===== src/rtl/mem_arbiter.sv =====
// Two-requester RAM arbiter: one instruction-fetch port and one data port share a single RAM.
// Data normally wins; a saturating streak counter caps how long a pending fetch can be starved.
module mem_arbiter #(
  parameter int unsigned STARVE_MAX = 4
) (
  input  logic        CLK,
  input  logic        RST,
  input  logic        iREN,
  input  logic [31:0] iaddr,
  input  logic        dREN,
  input  logic        dWEN,
  input  logic [31:0] daddr,
  input  logic [31:0] dstore,
  input  logic        halt,
  input  logic [31:0] ramload,
  input  logic [1:0]  ramstate,
  output logic        ramREN,
  output logic        ramWEN,
  output logic [31:0] ramaddr,
  output logic [31:0] ramstore,
  output logic        iwait,
  output logic        dwait,
  output logic [31:0] iload,
  output logic [31:0] dload,
  output logic        err
);

  typedef enum logic [1:0] {
    IDLE   = 2'd0,
    IGRANT = 2'd1,
    DGRANT = 2'd2
  } state_t;

  localparam logic [1:0] RAM_ACCESS = 2'b10;
  localparam logic [1:0] RAM_ERROR  = 2'b11;
  localparam logic [3:0] STARVE_LIM = 4'(STARVE_MAX);

  state_t     state_r;
  state_t     next_state_s;
  logic [3:0] streak_r;
  logic [3:0] next_streak_s;
  logic       i_elig_s;
  logic       d_req_s;
  logic       starve_s;

  assign i_elig_s = iREN & ~halt;
  assign d_req_s  = dREN | dWEN;
  assign starve_s = (streak_r >= STARVE_LIM);

  // Wait flags drop in the very cycle the RAM reports ACCESS for the granted side.
  assign iwait = iREN    & ~((state_r == IGRANT) & (ramstate == RAM_ACCESS));
  assign dwait = d_req_s & ~((state_r == DGRANT) & (ramstate == RAM_ACCESS));

  // Arbitration decision, RAM drive and completion bookkeeping.
  always_comb begin
    next_state_s  = state_r;
    next_streak_s = streak_r;
    ramREN        = 1'b0;
    ramWEN        = 1'b0;
    ramaddr       = 32'h0000_0000;
    ramstore      = 32'h0000_0000;
    iload         = 32'h0000_0000;
    dload         = 32'h0000_0000;
    err           = 1'b0;
    case (state_r)
      IDLE: begin
        if (d_req_s && !(i_elig_s && starve_s)) begin
          next_state_s = DGRANT;
        end else if (i_elig_s) begin
          next_state_s = IGRANT;
        end else begin
          next_state_s = IDLE;
        end
      end
      IGRANT: begin
        ramREN  = iREN;
        ramaddr = iaddr;
        iload   = ramload;
        // A withdrawn fetch releases the RAM without completing or flagging an error.
        if (!iREN) begin
          next_state_s = IDLE;
        end else begin
          case (ramstate)
            RAM_ACCESS: begin
              next_state_s  = IDLE;
              next_streak_s = 4'd0;
            end
            RAM_ERROR: begin
              err          = 1'b1;
              next_state_s = IDLE;
            end
            default: next_state_s = IGRANT;
          endcase
        end
      end
      DGRANT: begin
        ramaddr = daddr;
        dload   = ramload;
        if (dWEN) begin
          ramWEN   = 1'b1;
          ramstore = dstore;
        end else begin
          ramREN = dREN;
        end
        if (!d_req_s) begin
          next_state_s = IDLE;
        end else begin
          case (ramstate)
            RAM_ACCESS: begin
              next_state_s = IDLE;
              // Only data grants that bypassed a waiting fetch count toward starvation.
              if (i_elig_s) begin
                next_streak_s = (streak_r == 4'hF) ? 4'hF : streak_r + 4'd1;
              end else begin
                next_streak_s = 4'd0;
              end
            end
            RAM_ERROR: begin
              err          = 1'b1;
              next_state_s = IDLE;
            end
            default: next_state_s = DGRANT;
          endcase
        end
      end
      default: begin
        next_state_s  = IDLE;
        next_streak_s = 4'd0;
      end
    endcase
  end

  // State and streak registers; reset abandons any grant in flight.
  always_ff @(posedge CLK or posedge RST) begin
    if (RST) begin
      state_r  <= IDLE;
      streak_r <= 4'd0;
    end else begin
      state_r  <= next_state_s;
      streak_r <= next_streak_s;
    end
  end

endmodule


===== config.mk =====
export PLATFORM = sky130hd
export DESIGN_NAME = mem_arbiter
export DESIGN_NICKNAME = d
export VERILOG_FILES = /design/src/rtl/mem_arbiter.sv
export SDC_FILE = /design/constraint.sdc
export NUM_CORES = 1
export LEC_CHECK = 0
export BUFFER_PORTS_ARGS = -buffer_cell sky130_fd_sc_hd__buf_4
export CORE_AREA = 2 2 105 107
export DETAILED_ROUTE_END_ITERATION = 8
export DIE_AREA = 0 0 107 109
export PLACE_DENSITY = 0.61
export SLEW_MARGIN = 20
export SYNTH_ARGS = -nofsm -noshare
export SYNTH_HDL_FRONTEND = slang
export SYNTH_SLANG_ARGS = --single-unit

===== constraint.sdc =====
create_clock -name CLK -period 1.68 [get_ports CLK]
set_clock_uncertainty 0.05 [all_clocks]
set_input_delay 0.252 -clock CLK [delete_from_list [all_inputs] [get_ports CLK]]
set_output_delay 0.252 -clock CLK [all_outputs]
set_load 0.005 [all_outputs]

; After elaboration in Yosys (flattened, before gate mapping)
; Cells that the tools add are included.
[op_classes]
add_sub_neg = 1
eq_ne = 9
magnitude_cmp = 1
n_reduce_logical = 6
n_bitwise = 10
mux = 27
[op_table]
columns = operator, count
row1 = $mux W32, 4
row2 = $pmux W32 S2, 1
row3 = $mux W4, 6
row4 = $pmux W4 S3, 1
row5 = $mux W1, 9
row6 = $eq A2 B2 Y1 const B, 3
row7 = $mux W2, 3
row8 = $pmux W2 S3, 1
row9 = $and A1 B1 Y1, 5
row10 = $reduce_and A5 Y1, 1
row11 = $add A4 B1 Y4 const B, 1
row12 = $eq A4 B4 Y1 const B, 1
row13 = $ge A4 B3 Y1 const B, 1
row14 = $ne A2 B1 Y1 const B, 2
row15 = $ne A2 B2 Y1 const B, 2
row16 = $not A1 Y1, 4
row17 = $pmux W1 S2, 2
row18 = $eq A2 B1 Y1 const B, 1
row19 = $logic_and A1 B1 Y1, 2
row20 = $logic_not A2 Y1, 1
row21 = $reduce_or A2 Y1, 1
row22 = $logic_not A1 Y1, 1
row23 = $or A1 B1 Y1, 1
[word_totals]
in_bits = 136
regBits = 6
wordCells = 56

; Logic depth before layout (Yosys ltp)
; Gate-level depths: netlist (run 1).
[depth]
depth_word = 7
depth_mapped = 7
ltp_nobuf = 5

; Least setup slack after synthesis (run 1)
; OpenSTA, ideal clock, no wires.
[synth_path]
kind = reg-to-output
startpoint = register state_r[0]
endpoint = output port err
stages_incl_launch_ff = 8
slack_ns = 0.097
arrival_ns = 1.281
cell_sequence = dfrtp_1 -> inv_1 -> ha_1 -> buf_4 -> buf_4 -> buf_2 -> nor2_1 -> a211oi_1
[synth_via]
elab_chain_len = 2
elab_cells_between_ends = 3
cone_classes = eq/ne (2) / mux (1)
[synth_lines]
columns = element, line_no
row1 = "start, declared", 38  ; state_t state_r;
row2 = "start signal, assigned", 139  ; state_r <= next_state_s;
row3 = $eq A2 B2 Y1 or $eq A2 B1 Y1 (tied branches), 65  ; case (state_r)
row4 = $pmux W1 S2 *, 65
row5 = "end, declared", 25  ; output logic err
; Every way passes the cells marked *; elsewhere a longest branch is shown, timed or not.

; Final worst setup path (run 1)
[layout_path]
startpoint = register state_r[0]
endpoint = output port iload[15]
[layout_via]
elab_chain_len = 2
[layout_lines]
columns = element, line_no
row1 = $eq A2 B1 Y1, 65
row2 = $mux W32, 65
row3 = "end, declared", 23  ; output logic [31:0] iload,
; No other way between the ends.

==> results of run 1 <==
==> repair_timing <==
| item | CTS | global route |
|---|---|---|
| hold buffers | 1 | 0 |
| gates resized for setup | 58 | 90 |
| gates cloned | 2 | 7 |
| pin swaps | 1 | 37 |
| hold endpoints to repair | 6 | 0 |
| endpoints found under the setup margin | 131 | 135 |
| setup buffers | 4 | 5 |
==> worst max-delay path by stage <==
| stage | start | endpoint | slack [ns] | depth (start not counted) |
|---|---|---|---|---|
| CTS | state_r[1] | iload[12] | -0.16 | 6 |
| global route | state_r[0] | ramaddr[1] | -0.21 | 7 |
| finish | state_r[0] | iload[15] | -0.15 | 6 |
| detailed placement | state_r[1] | ramaddr[4] | -0.08 | 5 |
| global placement | state_r[1] | ramaddr[30] | 0.03 | 5 |
| floorplan | state_r[0] | err | 0.1 | 7 |
==> layer usage <==
| metal | vias up | track usage | part of all wire |
|---|---|---|---|
| met4 | 0 | 0.0269 | 0.012 |
| li1 | 1383 | - | - |
| met2 | 130 | 0.266 | 0.54 |
| met5 | - | 0 | 0 |
| met1 | 1337 | 0.156 | 0.38 |
| met3 | 14 | 0.0359 | 0.072 |
==> power by group <==
| part | internal, mW | total [mW] | switching (mW) |
|---|---|---|---|
| clock network | 0.154 | 0.221 | 0.0669 |
| registers | 0.171 | 0.199 | 0.0274 |
| logic | 2.28 | 3.65 | 1.37 |
==> area by class of cell <==
type                       instances  area, um^2
sequential                         6         151
timing repair buffer             297        2650
fill                            1032        5830
multi-input combinational        203        1740
inverter                           5        18.8
tap                              140         175
clock buffer                       3        41.3
==> worst min-delay path, delay by kind of cell <==
family	cells	cell delay, ns
AND/OR/NAND/NOR	1	0.11
buffers and inverters	1	0.11
AO/OA/AOI/OAI	1	0.08
==> cells in the mapped netlist <==
cell | n | area (um^2)
sky130_fd_sc_hd__o211ai_1 | 1 | 7.51
sky130_fd_sc_hd__nor2b_1 | 33 | 206
sky130_fd_sc_hd__o21ai_0 | 1 | 5.00
sky130_fd_sc_hd__and2_4 | 1 | 8.76
sky130_fd_sc_hd__and3_1 | 33 | 206
sky130_fd_sc_hd__and2_1 | 65 | 407
sky130_fd_sc_hd__inv_1 | 5 | 18.8
sky130_fd_sc_hd__o21ai_2 | 1 | 8.76
sky130_fd_sc_hd__buf_4 | 2 | 15.0
sky130_fd_sc_hd__a31oi_1 | 2 | 12.5
sky130_fd_sc_hd__or2_0 | 1 | 6.26
sky130_fd_sc_hd__a22oi_1 | 32 | 240
sky130_fd_sc_hd__clkbuf_1 | 12 | 45.0
sky130_fd_sc_hd__a21oi_2 | 1 | 8.76
sky130_fd_sc_hd__nand3b_1 | 3 | 22.5
sky130_fd_sc_hd__nor2_1 | 1 | 3.75
sky130_fd_sc_hd__buf_2 | 11 | 55.1
sky130_fd_sc_hd__nand2b_1 | 1 | 6.26
sky130_fd_sc_hd__and2b_1 | 1 | 7.51
sky130_fd_sc_hd__a21boi_1 | 1 | 7.51
sky130_fd_sc_hd__dfrtp_1 | 6 | 150
sky130_fd_sc_hd__nand3_1 | 2 | 10.0
sky130_fd_sc_hd__or3b_1 | 1 | 8.76
sky130_fd_sc_hd__mux2_4 | 2 | 30.0
sky130_fd_sc_hd__nand2_1 | 3 | 11.3
sky130_fd_sc_hd__a31o_1 | 1 | 8.76
sky130_fd_sc_hd__o311ai_0 | 1 | 8.76
sky130_fd_sc_hd__a211oi_1 | 1 | 7.51
sky130_fd_sc_hd__a21boi_0 | 1 | 7.51
sky130_fd_sc_hd__nor2_4 | 1 | 11.3
sky130_fd_sc_hd__ha_1 | 5 | 62.6
sky130_fd_sc_hd__a21oi_1 | 7 | 35.0
==> registers in the layout, summed over array words and instances (netlist names) <==
name and flops:
state_r 2, streak_r 4
==> cells in the final DEF, fill, tap and decap left out, types with 5 or more instances in the layout <==
master / synthesis / routed
sky130_fd_sc_hd__and3_4: 0 / 10
sky130_fd_sc_hd__buf_12: 0 / 9
sky130_fd_sc_hd__and2_4: 1 / 30
sky130_fd_sc_hd__nor2b_1: 33 / 22
sky130_fd_sc_hd__buf_4: 2 / 235
sky130_fd_sc_hd__a22oi_2: 0 / 24
sky130_fd_sc_hd__clkbuf_16: 0 / 5
sky130_fd_sc_hd__and3_1: 33 / 23
sky130_fd_sc_hd__a22oi_1: 32 / 8
sky130_fd_sc_hd__nor2b_2: 0 / 8
sky130_fd_sc_hd__dfrtp_1: 6 / 5
sky130_fd_sc_hd__a21oi_1: 7 / 6
sky130_fd_sc_hd__and2_1: 65 / 36
sky130_fd_sc_hd__buf_6: 0 / 43
==> cell families after synthesis <==
kind of cell,synth area share
AO/OA/AOI/OAI,0.217
adder cells (fa/ha/maj),0.0379
buffers and inverters,0.0811
flip-flops,0.0910
multiplexers,0.0182
AND/OR/NAND/NOR,0.555
==> per-stage QoR <==
| step | cells | TNS, ns |
|---|---|---|
| finish | 654 | -12.50 |
| global placement | 633 | 0 |
| CTS | 643 | -16.27 |
| floorplan | 239 | 0 |
| detailed placement | 633 | -0.405 |
| global route | 654 | -20.41 |
==> summary by stage, run 1 <==
Outcome
The run finished, with violations left. The final reports fail on negative setup slack.

Setup path
The type of the worst setup path is register to output port. Data arrives at the worst endpoint at 1.53 ns. The signal on the critical path passes through buf_4 > ha_4 > buf_4 > clkbuf_16 > and2_1 > buf_4. The worst register-to-register path begins at state_r[0]. The required time of the critical path is 1.38 ns.

The number of cells on the worst reg-to-reg path is 6. The capture point of the worst reg-to-reg path is streak_r[1]. Of all nets on the critical path, the largest fanout is 14. Counting both buffers and inverters, the worst setup path holds a total of 4. The library cell contributing the largest single delay on the critical path is sky130_fd_sc_hd__dfrtp_1. The most numerous cell type found on the critical path is sky130_fd_sc_hd__buf_4. The kind of end point of the critical path is an output port.

The launching element type of the critical path is a register. The category of cells accounting for the largest share of critical-path delay is buffers and inverters. On the worst path, the slowest cell contributes a delay of 0.37 ns. The register-to-register path setup slack is 0.03 ns.

Layout
Of the cells placed in the final design, the portion with a size suffix greater than 1 is 0.761. At the end of the flow the core is filled with cells to 0.450. The antenna diode count is 0. The net total in the final layout is 657.

Compared with the post-synthesis result, the final layout area differs by 189%. The final standard cell area without fillers is 4780 um^2.

Clocking
TritonCTS created 3 clock buffers. The insertion delay of the later-clocked pin in the worst-skew pair is 0.23 ns. The clock drives 6 sinks. Clock-pin slew was measured on the worst setup and hold paths at 0.04 ns.

In this run the deepest clock path goes through 2 buffers. Clock tree synthesis selected as its root buffer the cell sky130_fd_sc_hd__clkbuf_8. In this run the number of H-tree levels came out at 1. The CTS tree is done.

Timing
For the finished layout, the period the worst path requires is 1.83 ns. The timing-limited maximum frequency is 545 MHz. Measured against its own limit, the worst slew margin works out to 0.791. The number of hold-slack violations in the final timing report is 0. On the final layout, the worst hold slack is 0.320 ns. At the pin with the least slew margin, the transition time is 0.313 ns. The final max-slew violation count is 0.

Setup violations remaining at the end of the flow were counted as 129. Setup repair after global routing could not meet its margin everywhere. The final period utilization is 1.09. The worst-case setup margin in the final layout is -0.154 ns.

Floorplanning
Pin placement for this block handled 269 I/O pins. The placeable core region is 10600 um^2. In this run the horizontal extent of the chip is 107 um. The die outline height is 109 um.

Row generation in the floorplan step produced 38 rows. The full die area is 11700 um^2. The starting utilization of the core area is 0.156.

Place
Before CTS, the worst setup slack after placement is -0.0807 ns. The area of placed instances is 3870 um^2. After legalization and detailed placement, the total HPWL measured 7480 um.

The congestion estimate from routability-driven global placement came to 0.790. Buffers placed on the I/O ports in this run total 268.

Hold path
The startpoint of the lowest-slack hold path is ramstate[1]. The worst hold path terminates at state_r[1]. Along the worst hold path, the cell count comes to 3.

The path category of the worst min-delay check is input pin to register.

Drt
The first-pass iteration count of the detailed router is 4. The total wirelength of the detailed-routed design is 10300 um. The number of DRC markers in iteration 0 is 141. In the final routed layout, each cell accounts on average for 15.8 um. The number of nets with antenna violations after routing is 0. In the routed design, unresolved DRC markers number 0. After detailed routing, the number of vias per cell comes to 4.38. Summing over every cut layer, the via total after detailed routing is 2864.

Synth
The synthesized area is 1650 um^2. The netlist uses 32 different library cells. Synthesis inferred 6 register bits. The sequential-to-total area share from yosys stat is 0.0910.

The number of instances in the synthesized netlist is 239. The synthesized area per cell is 6.91 um^2. The count of warnings emitted by yosys is 0.

The number of nets in the synthesized netlist is 380.

Pwr
VDD sags by at most 0.000337 V. The standby leakage power is 2.43 nW. Power spread over the standard cell area amounts to 852 nW/um^2.

After layout, the design draws a total of 4.07 mW.

Global route
The number of antenna violations at the first check in global routing is 0. The remaining global-route overflow is 0. For this run, the total global-route usage over all layers was measured as 0.139. The first global-routing pass estimated 13100 um of wire.

The via count of the first global-routing pass came to 2541. The pin count of the biggest net entering global routing is 36.

Run
Across the run, the number of max-cap violations was 0.
Note: power is estimated with default switching activity, not from simulation.
==> run 2, diff against run 1 <==
--- a/config.mk
+++ b/config.mk
@@ -7,6 +7,7 @@
 export LEC_CHECK = 0
 export BUFFER_PORTS_ARGS = -buffer_cell sky130_fd_sc_hd__buf_4
 export CORE_AREA = 2 2 105 107
+export CTS_BUF_LIST = sky130_fd_sc_hd__clkbuf_4
 export DETAILED_ROUTE_END_ITERATION = 8
 export DIE_AREA = 0 0 107 109
 export PLACE_DENSITY = 0.61
==> run 2 against run 1 <==
The flow still finishes with violations (negative setup slack). Clock power fell by 38%. Critical path depth up 1. Core utilization down 0.20 points. Maximum frequency shrank 0.86%. Cell area shrank 0.45%. First-iteration DRC count decreased by 2.8%. Register-to-register slack got worse by 0.10 ns. Routed wire length down 1.6%. Non-clock buffer count down 1. Worst hold slack worse by 0.034 ns. Global-route usage is essentially flat.
==> summary by stage, run 2 (synthesis results as in run 1) <==
Timing
The worst-case setup margin in the final layout is -0.169 ns (-0.0159 ns). The final max-slew violation count came to 0 (unchanged). The timing-limited maximum frequency is 541 MHz (-0.86%).

The time the final worst path needs with I/O delays and setup is 1.85 ns (+0.0159 ns). Setup repair after global routing could not meet its margin everywhere. The headroom to the max-slew limit is 0.791 (about the same).

The final period utilization is 1.10 (+0.00945). The number of hold-slack violations in the final timing report is 0 (unchanged). The number of setup violations in the final report came to 133 (+3.1%). The pin slew with the least headroom to its limit was 0.312 ns (-0.000394 ns).

Layout
The net total in the final layout is 656 (-0.15%). The final core utilization is 0.448 (-0.00201). Relative to the synthesized area, the layout overhead comes to 188%. The layout filler cell count is 1037 (+0.48%).

The final standard cell area without fillers is 4750 um^2 (-0.45%). The largest registers in the layout are streak_r x4, state_r x2. More flip-flops sit in one register than any other, and that register is streak_r. The number of flip-flops in the largest register is 4 (unchanged).

The antenna diode count is 0 (unchanged). Leaving out fill and tap cells, the most frequent cells in the layout are sky130_fd_sc_hd__buf_4, sky130_fd_sc_hd__buf_6, sky130_fd_sc_hd__and2_1. The layout cell share with drive strength beyond 1 was 0.772 (+0.0112). The library cell used most frequently in the layout, excluding fill and tap cells, is sky130_fd_sc_hd__buf_4.

Clocking
The CTS tree is done. The worst-case clock buffer depth is 2 (unchanged). The clock input transition at the sequential cells of the worst setup and hold paths is 0.05 ns (about the same).

The depth of the CTS H-tree is 1 (unchanged). The total clock sinks was 6 (unchanged). The insertion delay of the later-clocked pin in the worst-skew pair is 0.25 ns (+0.02 ns).

CTS placed an instance of sky130_fd_sc_hd__clkbuf_4 at the clock tree root. The number of buffers inserted during clock tree synthesis is 3 (unchanged).

Drt
The via count is 2850 (-0.49%). The vias per cell is 4.36 (-0.34%). The total wirelength of the detailed-routed design is 10100 um (-1.6%). The first-pass iteration count of the detailed router came to 4 (unchanged). The remaining design rule violation count is 0 (unchanged).

The number of nets with antenna violations after routing is 0 (unchanged). The post-detailed-route wirelength per cell is 15.5 um (-1.4%). The number of DRC markers in iteration 0 is 137 (-2.8%).

Floorplanning
The overall die width is 107 um (unchanged). The full die area was 11700 um^2 (unchanged). The number of top-level design ports is 269 (unchanged). The row count is 38 (unchanged). The placeable core region is 10600 um^2 (unchanged). The die outline height is 109 um (unchanged). The starting utilization of the core area came to 0.156 (unchanged).

Outcome
The flow ran to the end, but the final reports show violations. The checks that failed: negative setup slack.

Pwr
The standby leakage power is 2.41 nW (-0.50%). The maximum VDD drop is 0.000331 V (-2.0%). The areal power density over the cells is 828 nW/um^2 (-2.8%).

Run
The number of max-capacitance violations reported is 0 (unchanged).

Global route
The number of antenna violations at the first check in global routing is 0 (unchanged). The overall fraction of global-route tracks in use is 0.139 (about the same). The remaining global-route overflow is 0 (unchanged).

The first-pass GRT wire length is 13100 um (-0.21%). The via count of the first global-routing pass is 2540 (-0.039%). The pin count of the biggest net entering global routing is 36 (unchanged).

Setup path
The critical path is of the register to output port type. The arrival time at the worst endpoint is 1.55 ns (+0.02 ns). STA classifies the critical path endpoint as an output port. STA classifies the critical path startpoint as a register. The maximum fanout count along the critical path is 5 (-9).

The register-to-register path setup slack is -0.07 ns (-0.10 ns). The required time of the critical path is 1.38 ns (about the same).

Place
The placed wire-length estimate is 7480 um (unchanged). The area of placed instances is 3870 um^2 (unchanged). The final RePlAce weighted congestion is 0.790 (unchanged).

The count of input and output buffers was 268 (unchanged).

Hold path
The path class of the tightest hold or removal check is input pin to register.
==> run 2: cell types whose count changed in the layout (fill, tap and decap cells not counted), sizes merged <==
cell  before  now
buf      291  290
==> run 2: critical path: stages (launching register included) <==
cell and delay [ns]:
sky130_fd_sc_hd__dfrtp_1 0.38, sky130_fd_sc_hd__inv_2 0.11, sky130_fd_sc_hd__ha_4 0.21, sky130_fd_sc_hd__buf_12 0.15, sky130_fd_sc_hd__clkbuf_16 0.15, sky130_fd_sc_hd__a22oi_2 0.05
sky130_fd_sc_hd__nor2b_2 0.13, sky130_fd_sc_hd__buf_4 0.12
==> run 2: power by group <==
part	internal, mW	leakage [nW]	switching (mW)
sequential	0.171	0.0800	0.0280
combinational	2.25	2.32	1.35
clock	0.0812	0.0138	0.0572
==> run 2: layout make-up <==
cell class                 instances  area (um^2)  share of cell area
inverter                           5         18.8             0.00395
tap                              140          175              0.0368
timing repair buffer             296         2640               0.556
multi-input combinational        203         1750               0.367
sequential                         6          151              0.0318
clock buffer                       3         22.5             0.00474
==> run 2: metrics by stage <==
stage | TNS [ns] | cells | hold slack (ns) | worst slack [ns] | power, mW
after floorplan | 0 | 239 | -0.00704 | 0.0974 | 1.26
after global placement | 0 | 633 | 0.147 | 0.0291 | 2.59
after detailed placement | -0.405 | 633 | 0.149 | -0.0807 | 2.63
after CTS | -19.90 | 643 | 0.287 | -0.185 | 3.25
after global routing | -23.05 | 653 | 0.308 | -0.233 | 4.20
final | -15.04 | 653 | 0.286 | -0.169 | 3.94
==> run 2: worst paths after layout <==
path | from | end | cells after the start
max | state_r[0] | ramaddr[8] | 7
max reg2reg | state_r[0] | streak_r[1] | 7
min reg2reg | streak_r[1] | streak_r[1] | 1
max in group asynchronous | RST | state_r[1] | 3
min | ramstate[1] | state_r[1] | 3
min in group asynchronous | RST | streak_r[1] | 3
==> run 2: per-layer routing <==
layer	part of all wire	vias to the layer above	wire length, um	global-route usage
li1	-	1377	-	-
met1	0.37	1329	3770	0.156
met2	0.54	132	5500	0.266
met3	0.075	12	760	0.0377
met4	0.011	0	114	0.0241
met5	0	-	0	0
==> run 2: what timing repair did <==
action | CTS | global route
buffers inserted | 4 | 5
hold buffers | 1 | 0
setup endpoints to repair | 131 | 135
cloned | 2 | 6
pin swaps | 1 | 32
gates resized for setup | 58 | 95
hold endpoints to repair | 6 | 0
==> run 3, diff against run 2 <==
--- a/config.mk
+++ b/config.mk
@@ -7,7 +7,6 @@
 export LEC_CHECK = 0
 export BUFFER_PORTS_ARGS = -buffer_cell sky130_fd_sc_hd__buf_4
 export CORE_AREA = 2 2 105 107
-export CTS_BUF_LIST = sky130_fd_sc_hd__clkbuf_4
 export DETAILED_ROUTE_END_ITERATION = 8
 export DIE_AREA = 0 0 107 109
 export PLACE_DENSITY = 0.61
==> constraint.sdc (replaced) <==
create_clock -name CLK -period 2.05 [get_ports CLK]
set_clock_uncertainty 0.05 [all_clocks]
set_input_delay 0.3075 -clock CLK [delete_from_list [all_inputs] [get_ports CLK]]
set_output_delay 0.3075 -clock CLK [all_outputs]
set_load 0.005 [all_outputs]
==> run 3 against run 2 <==
Largest cell class unchanged. Routed wire length decreased by 12%. The flow now finishes without violations. Largest power group unchanged. Total power decreased by 41%. Core utilization decreased by 7.6 points. Sequential cell count unchanged. Critical path depth decreased by 2. Setup slack improved by 0.25 ns. Count of clock-buffer cells in the layout unchanged. Combinational power decreased by 45%. Via count decreased by 5.1%. Critical path type unchanged. Die area unchanged.
==> summary by stage, run 3 (synthesis results as in run 1) <==
Drt
The remaining design rule violation count is 0 (unchanged). The via count is 2705 (-5.1%). The number of nets with antenna violations after routing is 0 (unchanged). The first-pass iteration count of the detailed router came to 4 (unchanged). The number of DRC markers in iteration 0 is 175 (+28%). The total wirelength of the detailed-routed design is 8910 um (-12%). The post-detailed-route wirelength per cell is 14.1 um (-9.5%). The vias per cell is 4.27 (-2.2%).

Clocking
TritonCTS built the clock tree. The root buffer cell is sky130_fd_sc_hd__clkbuf_8. The number of buffers inserted during clock tree synthesis is 3 (unchanged). The clock input transition at the sequential cells of the worst setup and hold paths is 0.04 ns (about the same). The depth of the CTS H-tree is 1 (unchanged).

The number of setup buffers added after CTS is 0 (-4). The worst-case clock buffer depth came to 2 (unchanged). The total clock sinks is 6 (unchanged).

The insertion delay of the later-clocked pin in the worst-skew pair is 0.22 ns (-0.03 ns).

Timing
The time the final worst path needs with I/O delays and setup is 1.97 ns. The number of hold-slack violations in the final timing report is 0 (unchanged). The timing-limited maximum frequency is 509 MHz. The number of setup violations in the final report came to 0 (-100%).

The headroom to the max-slew limit is 0.772 (-0.0196). Of the available clock period, the critical path in the final layout requires 0.959. The setup TNS is 0 ns (+15.04 ns). Setup repair after global routing could not meet its margin everywhere. The pin slew with the least headroom to its limit was 0.338 ns (+0.0257 ns). The tightest hold margin is 0.352 ns (+0.0666 ns).

The worst-case setup margin in the final layout was 0.0849 ns (+0.254 ns). The final max-slew violation count came to 0 (unchanged).

Global route
The via count of the first global-routing pass was 2414 (-5.0%). The pin count of the biggest net entering global routing is 61 (+69%). The overall fraction of global-route tracks in use is 0.132 (-0.00749).

The first-pass GRT wire length was 12400 um (-5.0%). The remaining global-route overflow is 0 (unchanged). The number of antenna violations at the first check in global routing was 0 (unchanged).

Floorplanning
The full die area was 11700 um^2 (unchanged). The number of top-level design ports is 269 (unchanged). The die outline height is 109 um (unchanged). The starting utilization of the core area is 0.156 (unchanged). The placeable core region came to 10600 um^2 (unchanged). The overall die width came to 107 um (unchanged).

The row count is 38 (unchanged).

Layout
The number of flip-flops in the largest register is 4 (unchanged). The net total in the final layout came to 637 (-2.9%). The most frequent standard cell in the layout excluding fill and tap cells is sky130_fd_sc_hd__buf_4. The final core utilization is 0.372 (-0.0762). The largest registers in the layout are streak_r x4, state_r x2. The antenna diode count was 0 (unchanged).

In the layout the commonest cells are sky130_fd_sc_hd__buf_4, sky130_fd_sc_hd__and2_1, sky130_fd_sc_hd__and3_1. The layout cell share with drive strength beyond 1 is 0.585 (-0.187). The largest register by flop count is streak_r. The area growth from synthesis to layout is 139%.

Pwr
The proportion of total power due to net switching is 0.388 (+0.0236). The net switching power is 899 uW (-37%). The maximum VDD drop is 0.000318 V (-3.9%). The areal power density over the cells is 588 nW/um^2 (-29%).

The standby leakage power is 2.15 nW (-11%). The design internal power came to 1.42 mW (-43%). The sequential share of power is 0.069 (+0.018).

The clock network fraction of design power came to 0.074 (+0.039). The portion of total power attributed to combinational logic came to 0.857 (-0.057). The total chip power was 2.32 mW (-41%).

Setup path
The maximum fanout count along the critical path is 33 (+28). The depth of the worst register-to-register path was 6 (-1). STA classifies the critical path endpoint as an output port. The required time of the critical path is 1.69 ns (+0.31 ns). The register-to-register path setup slack is 0.37 ns (+0.44 ns).

In this run the critical register-to-register path is launched from state_r[0]. The worst setup path is of the register to output port kind. STA classifies the critical path startpoint as a register. The arrival time at the worst endpoint is 1.61 ns (+0.06 ns). The endpoint identified for the worst register-to-register timing path is streak_r[1].

Place
The worst slack at placement came to 0.166 ns (+0.246 ns). The placed wire-length estimate is 7260 um (-3.0%). The count of input and output buffers is 268 (unchanged). The final RePlAce weighted congestion is 0.839 (+6.2%).

Hold path
The path category of the worst min-delay check is input pin to register. The startpoint of the lowest-slack hold path is ramstate[1]. The worst hold path terminates at state_r[1].

The cell count of the worst hold path was 3 (unchanged).

Run
The number of max-capacitance violations reported is 0 (unchanged).

Outcome
The run finished with clean final reports.
run 3: cell count changes in the layout (fill, tap and decap cells not counted), sizes merged:
cell	delta
buf	-15
clkbuf	-4
run 3: worst max path at each step:
stage	cells after the start	slack, ns	start	endpoint
final	5	0.08	state_r[0]	ramaddr[15]
after floorplan	7	0.41	state_r[0]	err
after global routing	5	-0.03	state_r[0]	ramaddr[5]
after CTS	6	0.02	state_r[0]	err
after global placement	6	0.25	state_r[0]	err
after detailed placement	6	0.17	state_r[0]	err
run 3: final cells by class:
class	instances	area [um^2]
Inverter	5	18.8
Sequential cell	6	150
Fill cell	1108	6660
Clock buffer	3	41.3
Tap cell	140	175
Timing Repair Buffer	277	2160
Multi-Input combinational cell	203	1400
run 3: power by group through the flow:
stage / registers [mW] / logic [mW] / clock network, mW
floorplan: 0.154 / 0.881 / 0
global placement: 0.156 / 1.88 / 0
detailed placement: 0.158 / 1.90 / 0
CTS: 0.157 / 1.93 / 0.178
global route: 0.164 / 2.18 / 0.187
finish: 0.160 / 1.99 / 0.172
run 3: repair_timing:
item,in CTS,in global routing
endpoints found under the setup margin,1,44
pin swaps,0,0
resized for setup,2,5
hold endpoints to repair,6,0
cloned,0,1
hold buffers,1,0
run 3: critical path, cell delays in order, from the launching register on:
cell and delay [ns]:
sky130_fd_sc_hd__dfrtp_1 0.40, sky130_fd_sc_hd__inv_1 0.11, sky130_fd_sc_hd__ha_1 0.37, sky130_fd_sc_hd__buf_12 0.18
sky130_fd_sc_hd__nor2b_2 0.19, sky130_fd_sc_hd__buf_4 0.12
run 3: per-layer routing:
| layer | GRT usage | share of wire |
|---|---|---|
| met2 | 0.247 | 0.54 |
| met4 | 0.0111 | 0.0061 |
| met1 | 0.156 | 0.38 |
| met3 | 0.0347 | 0.076 |
| met5 | 0 | 0 |
run 3: stage by stage:
step | cells | instance area, um^2
2_1_floorplan | 239 | 1650
3_3_place_gp | 629 | 3830
3_5_place_dp | 629 | 3830
4_1_cts | 633 | 3890
5_1_grt | 634 | 3950
6_report | 634 | 3950
